**config.mk**
```make
export PLATFORM = sky130hd
export DESIGN_NAME = pipe_stage_buf
export DESIGN_NICKNAME = d
export VERILOG_FILES = /design/src/rtl/pipe_stage_buf.sv
export SDC_FILE = /design/constraint.sdc
export NUM_CORES = 1
export LEC_CHECK = 0
export CAP_MARGIN = 20
export CORE_ASPECT_RATIO = 0.7
export CORE_MARGIN = 2
export CORE_UTILIZATION = 55
export DETAILED_ROUTE_END_ITERATION = 8
export GPL_ROUTABILITY_DRIVEN = 0
export PLACE_DENSITY = 0.9
export SETUP_SLACK_MARGIN = 0.05
export SYNTH_ARGS = -nofsm -noshare
export SYNTH_HDL_FRONTEND = slang
export SYNTH_SLANG_ARGS = --single-unit
```
**constraint.sdc**
```tcl
create_clock -name clk -period 23.9 [get_ports clk]
set_clock_uncertainty 0.2 [all_clocks]
set_input_delay 4.78 -clock clk [delete_from_list [all_inputs] [get_ports clk]]
set_output_delay 4.78 -clock clk [all_outputs]
set_load 0.005 [all_outputs]
```
**src/rtl/pipe_stage_buf.sv**
```systemverilog
// Elastic pipeline-stage register: valid/ready handshake, optional 2-entry skid, synchronous flush.
// Empty slots present all-zero control so downstream stages see a NOP bubble.
module pipe_stage_buf #(
    parameter int CTRL_W     = 8,
    parameter int DATA_W     = 128,
    parameter int SKID       = 1,
    parameter int CLEAR_DATA = 0
) (
    input  logic              clk,
    input  logic              reset,
    input  logic              flush,
    input  logic              in_valid,
    output logic              in_ready,
    input  logic [CTRL_W-1:0] in_ctrl,
    input  logic [DATA_W-1:0] in_data,
    output logic              out_valid,
    input  logic              out_ready,
    output logic [CTRL_W-1:0] out_ctrl,
    output logic [DATA_W-1:0] out_data,
    output logic [1:0]        count
);

    logic              main_vld;
    logic [CTRL_W-1:0] main_ctrl;
    logic [DATA_W-1:0] main_data;
    logic              accept;
    logic              emit;

    assign accept    = in_valid & in_ready;
    assign emit      = main_vld & out_ready;
    assign out_valid = main_vld;
    assign out_ctrl  = main_vld ? main_ctrl : '0;
    assign out_data  = main_data;

    if (SKID != 0) begin : g_skid
        logic              skid_vld;
        logic [CTRL_W-1:0] skid_ctrl;
        logic [DATA_W-1:0] skid_data;
        logic              rdy_q;

        // rdy_q tracks !skid_vld so in_ready never depends on out_ready.
        assign in_ready = rdy_q;
        assign count    = {1'b0, main_vld} + {1'b0, skid_vld};

        always_ff @(posedge clk or posedge reset) begin
            if (reset) begin
                main_vld  <= 1'b0;
                main_ctrl <= '0;
                main_data <= '0;
                skid_vld  <= 1'b0;
                skid_ctrl <= '0;
                skid_data <= '0;
                rdy_q     <= 1'b1;
            end else if (flush) begin
                main_vld  <= 1'b0;
                main_ctrl <= '0;
                skid_vld  <= 1'b0;
                skid_ctrl <= '0;
                rdy_q     <= 1'b1;
                if (CLEAR_DATA != 0) begin
                    main_data <= '0;
                    skid_data <= '0;
                end
            end else if (skid_vld) begin
                if (emit) begin
                    main_ctrl <= skid_ctrl;
                    main_data <= skid_data;
                    skid_vld  <= 1'b0;
                    rdy_q     <= 1'b1;
                end
            end else if (accept && (!main_vld || emit)) begin
                main_vld  <= 1'b1;
                main_ctrl <= in_ctrl;
                main_data <= in_data;
            end else if (accept) begin
                skid_vld  <= 1'b1;
                skid_ctrl <= in_ctrl;
                skid_data <= in_data;
                rdy_q     <= 1'b0;
            end else if (emit) begin
                main_vld  <= 1'b0;
                main_ctrl <= '0;
            end
        end
    end else begin : g_reg
        assign in_ready = !main_vld | out_ready;
        assign count    = {1'b0, main_vld};

        always_ff @(posedge clk or posedge reset) begin
            if (reset) begin
                main_vld  <= 1'b0;
                main_ctrl <= '0;
                main_data <= '0;
            end else if (flush) begin
                main_vld  <= 1'b0;
                main_ctrl <= '0;
                if (CLEAR_DATA != 0) main_data <= '0;
            end else if (accept) begin
                main_vld  <= 1'b1;
                main_ctrl <= in_ctrl;
                main_data <= in_data;
            end else if (emit) begin
                main_vld  <= 1'b0;
                main_ctrl <= '0;
            end
        end
    end

endmodule

```
======== After elaboration in Yosys (flattened, before gate mapping) ========
Cells that the tools add are included.
operators by class
  muxes and demuxes ....................... 29
  reduce and logical (&&, ||, !) cells .... 13
  bitwise operators ....................... 5
  equality and inequality tests ........... 7
  add/subtract/negate cells ............... 1
operators by type and width
  kind                                                             number
  128-bit 2-to-1 mux                                               3
  8-bit 2-to-1 mux                                                 11
  1-bit 2-to-1 mux                                                 15
  3-bit AND reduction                                              5
  2-bit != test, second input constant                             3
  3-bit != test, second input constant                             2
  3-bit nonzero test                                               2
  4-bit by 2-bit != test with 1-bit output, second input constant  1
  4-bit AND reduction                                              1
  2-bit nonzero test                                               2
  3-bit by 2-bit != test with 1-bit output, second input constant  1
  1-bit NOT                                                        3
  1-bit by 1-bit adder with 2-bit output                           1
  1-bit bitwise AND                                                2
  1-bit logical AND                                                1
  1-bit logical NOT                                                1
  1-bit logical OR                                                 1
storage, ports and cells
  bits in registers ....................... 275
  input bits .............................. 141
  logic and storage cells ................. 62

======== Longest topological paths before layout ========
  word-level depth ........................ 6
  depth in mapped cells ................... 6
  depth with buffers taken out ............ 3

======== Least setup slack after synthesis ========
Ideal clock, no wire load.
  path kind ............................... input to register
  start point ............................. input flush
  end point ............................... register main_data[100], in the netlist out_data[100]
  arrival time ............................ 5.888 ns
  stages on the path ...................... 5
  path slack .............................. 17.687 ns
  required time ........................... 23.575 ns
  cell sequence ........................... buf_2 a221oi_2 buf_8 buf_12 mux2_4
between the ends
  word-level cells in the longest chain between the ends .. 2
ends and longest elaborated chain
  what                           RTL line  RTL
  from (decl)                    11        input logic flush,
  1-bit NOT (no line)            --
  3-bit AND reduction (no line)  --
  to (signal assigned)           67        main_data <= skid_data;
  to (signal assigned)           74        main_data <= in_data;
  to (decl)                      25        logic [DATA_W-1:0] main_data;
No other way between the ends.
A chain may end at the register's enable or synchronous reset.

======== Final worst setup path ========
  start point ............................. input out_ready
  end point ............................... register main_data[9], in the netlist out_data[9]
between the ends
  word-level cells in the longest chain between the ends .. 5
  elaborated cells on any way between the ends .. 6
  those cells by class .................... eq/ne (1); bitwise (1); reduce/logical (4)
ends and longest elaborated chain
  what                               RTL line  RTL
  from (decl)                        17        input logic out_ready,
  1-bit bitwise AND (*)              30        assign emit = main_vld & out_ready;
  1-bit logical OR                   71        end else if (accept && (!main_vld || emit)) begin
  1-bit logical AND                  71
  2-bit nonzero test (no line)       --
  3-bit AND reduction (no line) (*)  --
Every way passes the cells marked *; elsewhere a longest branch is shown, timed or not.

==> results.json <==
{
  "worstMarginPinSlew_ps": 1140,
  "rsz0062_at_grt": "false",
  "slew_viol_final": 0,
  "synthTopCellsByCount": "dfrtp_1 (274), mux2_2 (247), mux2_4 (140)",
  "h-tree-depth": 1,
  "yosysUniqueCellTypes": 32,
  "postLayoutCoreUtil_pct": 72.3,
  "syn_area_per_cell_um2": 16.5,
  "finalPower_mw": 1.52,
  "grt_pass1_vias": 7840,
  "power_density_nw_per_um2": 92.7,
  "end_kind": "flop",
  "grt_max_degree": 119,
  "viasPerCell": 5.33,
  "ir_drop_mv": 0.0660,
  "overflow": 0,
  "yosys_warnings": 0,
  "cts_resized": 0,
  "maxCapViolCount": 0,
  "via_count": 7297,
  "dr.pass1.iters": 4,
  "startpoint": "out_ready",
  "drc_errors": 0,
  "hold_viol_final": 0,
  "drt-total-wl_um": 28200,
  "area_growth_pct": 29.1,
  "nets": 1179,
  "hold_buffers": 0,
  "die_h_um": 131,
  "clkLatencyLatePin_ps": 530,
  "max_freq_ghz": 0.116,
  "hpwl_um": 18700,
  "synth_edf_count": 0,
  "r2r-start": "g_skid.skid_vld",
  "endpoint": "out_data[9]",
  "min_path_cells": 1,
  "setup_slack_ps": 15260,
  "synthArstFlopShare_pct": 100,
  "timing.slew.headroom_pct": 24.1,
  "status": "finished clean",
  "drive_gt1_share_pct": 42.2,
  "die_area_um2": 24300,
  "p_leak_nw": 7.11,
  "cts.path.max_buffers": 3,
  "synth-seq-cells": 275,
  "start_util_pct": 56.0,
  "wl_per_cell_um": 20.6,
  "place_ws_ps": 14760,
  "synth_nets": 912,
  "crit_type": "input pin to flop",
  "yosysMostFrequentCell": "dfrtp_1",
  "grt_first_pass_wirelength_um": 43800,
  "core_um2": 22600,
  "cts_buffers": 26,
  "dieWidth_um": 185,
  "track_usage_pct": 23.1,
  "fin_tns_setup_ps": 0,
  "arrival_ps": 8840,
  "ys_seq_area_share_pct": 54.3,
  "clock_sinks": 275,
  "rrSetupSlack_ps": 18790,
  "rr_endpoint": "out_data[9]",
  "timing.final.crit_share_pct": 36.1,
  "place.port_buffers": 280,
  "num_rows": 46,
  "cp_max_fo": 58,
  "finalSetupViolations": 0,
  "ant_nets": 0,
  "cts_root_buf": "clkbuf_16",
  "tritoncts": "yes",
  "post-cts-setup-buffers": 0,
  "ys.flop_type": "dfrtp_1",
  "syn_inst": 770,
  "antenna_found_initial": 2,
  "cp.required_ps": 24110,
  "synth_top_area_cell": "dfrtp_1",
  "path_clk_slew_ps": 60,
  "drt-initial-drc-count": 241,
  "netlist_area_um2": 12700,
  "min_path_type": "flop to flop",
  "pin_count": 281,
  "synth_top_area_share_pct": 54.1,
  "crit_path_start_kind": "input pin",
  "reg2regPathDepth": 6,
  "finalCriticalPeriod_ps": 8640,
  "synth.area.top_cells": "dfrtp_1 (54%), mux2_2 (22%), mux2_4 (17%)"
}
logic make-up after synthesis:
kind of cell	synth area share [%]
AO/OA/AOI/OAI	1.64
flip-flops	54.3
AND/OR/NAND/NOR	1.28
buffers and inverters	3.66
multiplexers	39.0
adder cells (fa/ha/maj)	0.0987
worst min-delay path by stage:
stage | from | endpoint | slack [ps]
finish | g_skid.skid_data[78] | g_skid.skid_data[78] | 280
global route | g_skid.skid_data[53] | g_skid.skid_data[53] | 310
CTS | g_skid.skid_data[79] | g_skid.skid_data[79] | 290
detailed placement | g_skid.skid_data[79] | g_skid.skid_data[79] | 270
global placement | g_skid.skid_data[81] | g_skid.skid_data[81] | 260
floorplan | g_skid.skid_data[78] | g_skid.skid_data[78] | 250
area by class of cell:
type / count / area (um2)
sequential: 275 / 6890
multi-input combinational: 443 / 5340
fill: 1467 / 6270
inverter: 3 / 18.8
clock buffer: 38 / 777
timing repair buffer: 288 / 2880
clock inverter: 9 / 48.8
antenna: 1 / 2.50
tap: 312 / 390
placed cells by master (no fill, tap or decap), drive strengths merged:
cell	instances
a221oi	1
nor3b	2
nor2	2
diode	1
nand3	1
and2	10
clkbuf	38
clkdlybuf4s50	280
o21bai	1
ha	1
a21oi	4
nand2b	1
dfrtp	274
nand2	5
clkinv	9
dfstp	1
a221o	1
inv	3
buf	8
a22o	8
a32o	8
nand3b	2
nor2b	1
and4bb	1
and4b	1
mux2	392
o21ai	1
through the flow:
stage | cells | hold WS [ps] | instance area, um2
floorplan | 770 | 252 | 12700
global placement | 1320 | 264 | 15500
detailed placement | 1320 | 273 | 15500
CTS | 1367 | 289 | 16300
global route | 1368 | 314 | 16300
finish | 1369 | 283 | 16400
critical path, stage by stage:
cell	delay, ps
clkdlybuf4s50_1	590
inv_2	90
a221oi_4	940
buf_4	940
buf_4	870
mux2_2	420
power breakdown:
part	switching (mW)	internal, mW
clock	0.176	0.225
sequential	0.0810	0.610
combinational	0.121	0.303
total	0.378	1.14
registers in the layout, indices dropped and copies added, names as in the netlist:
register and flops:
g_skid.skid_vld 1, main_ctrl 8, g_skid.skid_ctrl 8, out_data 128, out_valid 1, in_ready 1
g_skid.skid_data 128
routing by layer:
metal  wire length, um  vias to the layer above  track usage [%]
li1                  -                     3329                -
met1             12000                     3722             30.5
met2             13200                      207             37.4
met3              2450                       37             7.98
met4               574                        2             4.95
met5                13                        -                0
(Power assumes the default switching activity.)
